===== src/rtl/video_ctrl_pkg.sv =====
// Shared constants and types for the video mode control plane.
package video_ctrl_pkg;

    localparam int NUM_BTN = 3;
    localparam int BTN_BG  = 0;
    localparam int BTN_TGT = 1;
    localparam int BTN_CH  = 2;

    localparam logic [2:0] CH_R   = 3'd0;
    localparam logic [2:0] CH_G   = 3'd1;
    localparam logic [2:0] CH_B   = 3'd2;
    localparam logic [2:0] CH_Y   = 3'd3;
    localparam logic [2:0] CH_CR  = 3'd4;
    localparam logic [2:0] CH_CB  = 3'd5;
    localparam logic [2:0] CH_MAX = CH_CB;

    typedef enum logic {
        XH_STEADY = 1'b0,
        XH_BLINK  = 1'b1
    } xh_state_e;

endpackage


===== src/rtl/button_debouncer.sv =====
// Two-flop synchroniser, stability-count debouncer and rising-edge pulse
// for one pushbutton.
module button_debouncer #(
    parameter int DEBOUNCE_CYCLES = 1_000_000
) (
    input  logic clk,
    input  logic rst_n,
    input  logic btn_raw,
    output logic rise
);

    localparam int CNT_W = $clog2(DEBOUNCE_CYCLES + 1);

    logic [1:0]       sync_q;
    logic             level_q;
    logic             level_d;
    logic [CNT_W-1:0] cnt;

    always_ff @(posedge clk or negedge rst_n) begin
        if (!rst_n) begin
            sync_q  <= '0;
            level_q <= 1'b0;
            level_d <= 1'b0;
            cnt     <= '0;
        end else begin
            sync_q  <= {sync_q[0], btn_raw};
            level_d <= level_q;
            // Any cycle agreeing with the current level restarts the count.
            if (sync_q[1] == level_q) begin
                cnt <= '0;
            end else if (cnt == CNT_W'(DEBOUNCE_CYCLES - 1)) begin
                level_q <= sync_q[1];
                cnt     <= '0;
            end else begin
                cnt <= cnt + 1'b1;
            end
        end
    end

    assign rise = level_q & ~level_d;

endmodule


===== src/rtl/video_mode_ctrl.sv =====
// Button-driven mode sequencer for the video mux: stages selections and
// commits them at frame boundaries; blinks the crosshair after target changes.
module video_mode_ctrl
    import video_ctrl_pkg::*;
#(
    parameter int DEBOUNCE_CYCLES = 1_000_000,
    parameter int BLINK_PERIOD    = 8,
    parameter int BLINK_HALVES    = 6
) (
    input  logic       clk_in,
    input  logic       rst_n_in,
    input  logic       btn_bg_in,
    input  logic       btn_target_in,
    input  logic       btn_channel_in,
    input  logic       freeze_in,
    input  logic       new_frame_in,
    output logic [1:0] bg_out,
    output logic [1:0] target_out,
    output logic [2:0] channel_sel_out,
    output logic       crosshair_en_out,
    output logic       pending_out
);

    localparam int FRM_W  = $clog2(BLINK_PERIOD + 1);
    localparam int HALF_W = $clog2(BLINK_HALVES + 1);

    logic [NUM_BTN-1:0] btn_raw;
    logic [NUM_BTN-1:0] btn_rise;
    logic [NUM_BTN-1:0] adv;

    assign btn_raw = {btn_channel_in, btn_target_in, btn_bg_in};

    for (genvar i = 0; i < NUM_BTN; i++) begin : g_db
        button_debouncer #(.DEBOUNCE_CYCLES(DEBOUNCE_CYCLES)) u_db (
            .clk     (clk_in),
            .rst_n   (rst_n_in),
            .btn_raw (btn_raw[i]),
            .rise    (btn_rise[i])
        );
    end

    assign adv = btn_rise & {NUM_BTN{~freeze_in}};

    logic [1:0] bg_stage;
    logic [1:0] target_stage;
    logic [2:0] chan_stage;

    // Commit reads the pre-increment stage, so a same-cycle press lands next frame.
    always_ff @(posedge clk_in or negedge rst_n_in) begin
        if (!rst_n_in) begin
            bg_stage        <= '0;
            target_stage    <= '0;
            chan_stage      <= CH_R;
            bg_out          <= '0;
            target_out      <= '0;
            channel_sel_out <= CH_R;
        end else begin
            if (adv[BTN_BG])  bg_stage     <= bg_stage + 2'd1;
            if (adv[BTN_TGT]) target_stage <= target_stage + 2'd1;
            if (adv[BTN_CH])  chan_stage   <= (chan_stage == CH_MAX) ? CH_R : chan_stage + 3'd1;
            if (new_frame_in) begin
                bg_out          <= bg_stage;
                target_out      <= target_stage;
                channel_sel_out <= chan_stage;
            end
        end
    end

    assign pending_out = (bg_stage != bg_out) | (target_stage != target_out) |
                         (chan_stage != channel_sel_out);

    xh_state_e   state_q, state_nxt;
    logic [FRM_W-1:0]  frame_q, frame_nxt;
    logic [HALF_W-1:0] half_q, half_nxt;
    logic        xh_nxt;
    logic        tgt_commit;

    assign tgt_commit = new_frame_in & (target_stage != target_out);

    always_ff @(posedge clk_in or negedge rst_n_in) begin
        if (!rst_n_in) begin
            state_q          <= XH_STEADY;
            frame_q          <= '0;
            half_q           <= '0;
            crosshair_en_out <= 1'b1;
        end else begin
            state_q          <= state_nxt;
            frame_q          <= frame_nxt;
            half_q           <= half_nxt;
            crosshair_en_out <= xh_nxt;
        end
    end

    always_comb begin
        state_nxt = state_q;
        frame_nxt = frame_q;
        half_nxt  = half_q;
        if (tgt_commit) begin
            state_nxt = XH_BLINK;
            frame_nxt = '0;
            half_nxt  = '0;
        end else if (state_q == XH_BLINK && new_frame_in) begin
            if (frame_q == FRM_W'(BLINK_PERIOD - 1)) begin
                frame_nxt = '0;
                half_nxt  = half_q + 1'b1;
                if (half_q == HALF_W'(BLINK_HALVES - 1)) state_nxt = XH_STEADY;
            end else begin
                frame_nxt = frame_q + 1'b1;
            end
        end
    end

    // Burst always ends lit, whatever the parity of BLINK_HALVES.
    always_comb begin
        xh_nxt = crosshair_en_out;
        if (state_nxt == XH_STEADY)  xh_nxt = 1'b1;
        else if (tgt_commit)         xh_nxt = 1'b0;
        else if (half_nxt != half_q) xh_nxt = ~crosshair_en_out;
    end

endmodule


===== config.mk =====
export PLATFORM = sky130hd
export DESIGN_NAME = video_mode_ctrl
export DESIGN_NICKNAME = d
export VERILOG_FILES = /design/src/rtl/video_ctrl_pkg.sv /design/src/rtl/button_debouncer.sv /design/src/rtl/video_mode_ctrl.sv
export SDC_FILE = /design/constraint.sdc
export NUM_CORES = 1
export LEC_CHECK = 0
export CORE_ASPECT_RATIO = 0.6
export CORE_MARGIN = 2
export CORE_UTILIZATION = 30
export DETAILED_ROUTE_END_ITERATION = 6
export SYNTH_ARGS = -nofsm -noshare
export SYNTH_HDL_FRONTEND = slang
export SYNTH_SLANG_ARGS = --single-unit

===== constraint.sdc =====
create_clock -name clk_in -period 2 [get_ports clk_in]
set_input_delay 0.2 -clock clk_in [delete_from_list [all_inputs] [get_ports clk_in]]
set_output_delay 0.2 -clock clk_in [all_outputs]
set_load 0.005 [all_outputs]

# Word level (Yosys, flattened, before mapping)
# Cells that the tools add are included.
# word_totals
reg_bits,95
latch_bits,0
mem_bits_rw,0
romBits,0
elab_cells,84
n_memories,0
# classes
addsub,8
mul,0
div_mod_pow,0
n_lt_le_gt_ge,0
eq_ne,14
shifts,0
muxes,20
bitwise_logic,15
reduce_logical,5
# op_table
op,count
two-way mux 20 bit,6
adder 20 x 1 -> 20 bit (second input constant),3
== test 20 bit (second input constant),3
two-way mux 3 bit,4
two-way mux 4 bit,3
inverter 1 bit,8
two-way mux 1 bit,7
adder 3 x 1 -> 3 bit (second input constant),2
== test 3 bit (second input constant),2
!= test 3 bit,2
AND reduction 2 bit,3
adder 2 x 1 -> 2 bit (second input constant),2
adder 4 x 1 -> 4 bit (second input constant),1
bitwise AND 1 bit,4
== test 4 x 3 -> 1 bit (second input constant),1
!= test 2 bit,2
bitwise AND 3 bit,1
== test 1 bit,3
!= test 3 x 1 -> 1 bit (second input constant),1
bitwise OR 1 bit,2
nonzero test 2 bit,1
logical AND 1 bit,1

# Longest topological paths before layout
# depth
depth_word,8
ltp_mapped,6
depth_no_buf,5

# Hierarchy
# From an unflattened synthesis, not the netlist that was laid out.
# hier_totals
cells_unflattened,430
area_unflattened_um2,4571.9
# modules_own_cells
module,n_inst,cells_per_inst,area_each_um2
button_debouncer,3,110,1146.1
video_mode_ctrl,1,100,1133.6

# Least setup slack after synthesis
# Ideal clock, no wire load.
# synth_path
path_kind,reg2reg
from,reg g_db[1].u_db.cnt[16]
to,reg g_db[1].u_db.cnt[8]
setup_time_ns,0.119
arrival_time_ns,1.717
t_required_ns,1.881
slack_ns,0.164
stages_incl_launch_ff,6
n_path_buf,1
period_less_slack_ns,1.836
cell_sequence,dfrtp_1 -> nand3_1 -> or4b_2 -> o31ai_4 -> buf_4 -> nor2_1
# synth_via
elab_chain_len,3
# synth_rtl
item,line_no,text
"start, declared",button_debouncer.sv:17,logic [CNT_W-1:0] cnt;
"start signal, assigned",button_debouncer.sv:35,cnt <= cnt + 1'b1;
== test 20 bit,button_debouncer.sv:31,end else if (cnt == CNT_W'(DEBOUNCE_CYCLES - 1)) begin
two-way mux 20 bit,button_debouncer.sv:31,
two-way mux 20 bit,button_debouncer.sv:29,if (sync_q[1] == level_q) begin
# No other way between the ends.
# A chain may end at the register's enable or synchronous reset.

# Worst setup path after layout
# layout_path
from,reg g_db[1].u_db.cnt[16]
to,reg g_db[1].u_db.level_q
# layout_via
elab_chain_len,2
# layout_rtl
item,line_no,text
== test 20 bit,button_debouncer.sv:31,
AND reduction 2 bit (no source line),n/a,
"end signal, assigned",button_debouncer.sv:32,level_q <= sync_q[1];
"end, declared",button_debouncer.sv:15,logic level_q;
# No other way between the ends.

==> flow_summary_export.csv <==
group,metric,value,unit
clocking,clockBufferDepth,2,
hold_path,min_path_cells,1,
grt,grt_pass1_vias,3261,
synth,yosysTopAreaCellShare,52.2,%
setup_path,path_class,"flop to flop",
power,clockPowerShare,45.0,%
final_layout,layout_common_cells,"dfrtp_1, nor2_1, xnor2_1",
sta,clock-skew-final,5.56,ps
final_layout,final_common_cell,"dfrtp_1",
setup_path,crit_required,2230,ps
setup_path,regToRegStartpoint,"g_db[1].u_db.cnt[16]",
power,p_sw_share,21.4,%
clocking,htreeDepth,3,
detailed_routing,post_drt_wl_per_cell,13.2,um
floorplanning,chipWidth,162,um
setup_path,arrival,2120,ps
sta,hold_viol,0,
synth,yosys-top-cells-area,"dfrtp_1, xnor2_1, nor2_1",
placement,port_buffers,15,
sta,grt_setup_unrepaired,"no",
sta,post-route-min-period,1890,ps
final_layout,num_antenna_cells,0,
run_status,status,"finished clean",
sta,max_freq,528,MHz
detailed_routing,first_pass_iters,4,
clocking,clkLatencyLatePin,340,ps
detailed_routing,postRouteAntennaNets,0,
synth,syn_avg_cell_area,10.4,um^2
final_layout,final_core_util,36.8,%
clocking,root_buffer,"clkbuf_16",
sta,worst_pin_slew,421,ps
grt,antenna_found_initial,0,
power,peakVddDrop,0.440,mV
sta,max-slew-margin-rel,71.8,%
power,combinationalPowerShare,3.5,%
synth,async_reset_ff_share,100,%
floorplanning,initial_utilization,30.9,%
detailed_routing,route.detailed.drc,0,
synth,synth_warnings,0,
setup_path,cp-start-kind,"flop",
final_layout,fillers,1420,
floorplanning,die_h,99.0,um
clocking,clkTransAtPathRegs,60,ps
synth,synthesis.nets,445,
hold_path,hp-class,"input port to flop",
detailed_routing,first_iter_violations,222,
hold_path,hold_path_end,"g_db[2].u_db.sync_q[0]",
detailed_routing,viasPerCell,4.83,
final_layout,area_growth,19.1,%
sta,hold_ws,293,ps
floorplanning,io_pins,16,
synth,synth_top_family_by_area,"simple AND/OR/NAND/NOR gates",
setup_path,path_max_fanout,5,
power,power_frac_seq,51.5,%
clocking,cts.sinks,95,
placement,dp_hpwl,6.29,mm
synth,syn-cell-area,0.00451,mm^2
synth,synth-compound-area-share,6.44,%
grt,grt_util_all_layers,12.3,%
synth,synth_area_leader_cell,"dfrtp_1",
grt,overflow,0,
sta,final-max-slew-violation-count,0,
grt,grt_first_pass_wirelength,15.9,mm
setup_path,r2r_slack,110,ps
synth,ys_seq_area_share,52.8,%
synth,synth_xor_area_share,10.9,%
grt,grt_max_degree,53,
placement,place_congestion,0.800,
hold_path,hp-start,"btn_channel_in",
power,p_int,2990,uW
setup_path,r2r_cells,4,
floorplanning,core,0.0146,mm^2
clocking,cts_tree,"yes",
synth,synth_edf_count,0,
synth,synth_cells,432,
final_layout,fin_nets,486,
floorplanning,dieArea,0.0161,mm^2
final_layout,drive_gt1_share,14.6,%
synth,synth_seq_cells,95,
run,cap_violations,0,
power,p_switching,816,uW
synth,synthSimpleGateAreaFrac,23.3,%
setup_path,crit_path_end_kind,"flop",
setup_path,regToRegEndpoint,"g_db[1].u_db.level_q",
detailed_routing,wl,8.93,mm
power,cellLeakagePower,0.00221,uW
synth,synthMuxAreaShare,2.75,%
sta,fin_setup_tns,0,ps
sta,post-route-period-util,94.7,%
synth,synthAdderAreaFrac,1.67,%
power,power_density,709,mW/mm^2
synth,synth_flop_cell,"dfrtp_1",
synth,synth_cell_types,44,
detailed_routing,vias,3267,
floorplanning,fp-row-count,34,
clocking,cts_buffers,9,
sta,finalSetupViolCount,0,
-- synth_stat cells (12+ instances only) --
| cell type | instances |
|---|---|
| nand4_1 | 16 |
| nand3_1 | 18 |
| xnor2_1 | 40 |
| a21oi_1 | 16 |
| nor4_1 | 12 |
| nor3_1 | 14 |
| nand2_1 | 27 |
| inv_1 | 16 |
| dfrtp_1 | 94 |
| xor2_1 | 16 |
| nor2_1 | 57 |
-- critical path, stage by stage (launching register included) --
cell and delay (ps):
dfrtp_1 400, nand3_1 140, or4b_2 690, nor3_1 190, mux2_2 350
-- layer usage --
metal	share of wire, %	wire length [um]	global-route usage (%)	up-vias
li1	-	-	-	1615
met1	53	4690	18.0	1574
met2	42	3710	17.6	68
met3	4.9	435	3.66	10
met4	1.0	91	3.68	0
met5	0	0	0	-
-- logic make-up (layout without fill, tap and decap cells) --
family | count (synthesis) | after routing
mux | 11 | 11
compound gates | 45 | 45
xor+xnor | 56 | 56
simple gates | 194 | 194
fa+ha+maj | 6 | 6
buf+inv | 25 | 71
flops | 95 | 95
-- registers in the layout, indices dropped and copies added, names as in the netlist, 3 cells and up --
register           count
g_db.u_db.cnt         60
g_db.u_db.sync_q       6
frame_q                4
chan_stage             3
channel_sel_out        3
g_db.u_db.level_d      3
g_db.u_db.level_q      3
half_q                 3
-- metrics by stage --
stage	instances	area [um^2]	setup WS, ps	total power (uW)
global route	676	5370	7.01	3980
detailed placement	655	5030	101	2130
floorplan	432	4510	164	2050
global placement	655	5030	104	2130
finish	676	5370	105	3810
CTS	675	5360	43.4	3860
-- area by class of cell --
cell class                      count  area, um^2  area share (%)
Clock buffer                       11         243            4.52
Clock inverter                      5        56.3            1.05
Inverter                           16        60.1            1.12
Multi-Input combinational cell    312        2040            38.1
Sequential cell                    95        2380            44.3
Tap cell                          198         248            4.62
Timing Repair Buffer               39         338            6.29
-- repair_timing --
| item | 4_1_cts | 5_1_grt |
|---|---|---|
| endpoints found under the hold margin | 20 | 0 |
| buffers inserted | 3 | 1 |
| setup endpoints to repair | 1 | 3 |
| resized for setup | 2 | 3 |
| pin swaps | 1 | 1 |
| hold buffers | 1 | 0 |
-- how the worst max path moves through the flow --
stage | start | end | slack (ps) | cells after the start
finish | g_db[1].u_db.cnt[16] | g_db[1].u_db.level_q | 110 | 4
global route | g_db[1].u_db.cnt[9] | g_db[1].u_db.cnt[17] | 7 | 4
CTS | target_out[1] | pending_out | 40 | 5
detailed placement | g_db[1].u_db.cnt[16] | g_db[1].u_db.level_q | 100 | 4
global placement | target_out[1] | pending_out | 100 | 5
floorplan | g_db[1].u_db.cnt[16] | g_db[1].u_db.cnt[8] | 160 | 5
-- power groups by stage --
stage / clock network, uW / logic, uW / registers, uW
after global routing: 1870 / 154 / 1960
after CTS: 1770 / 137 / 1960
after detailed placement: 0 / 135 / 2000
final: 1710 / 132 / 1960
after floorplan: 0 / 54.1 / 1990
after global placement: 0 / 132 / 1990
Note: power is estimated with default switching activity, not from simulation.
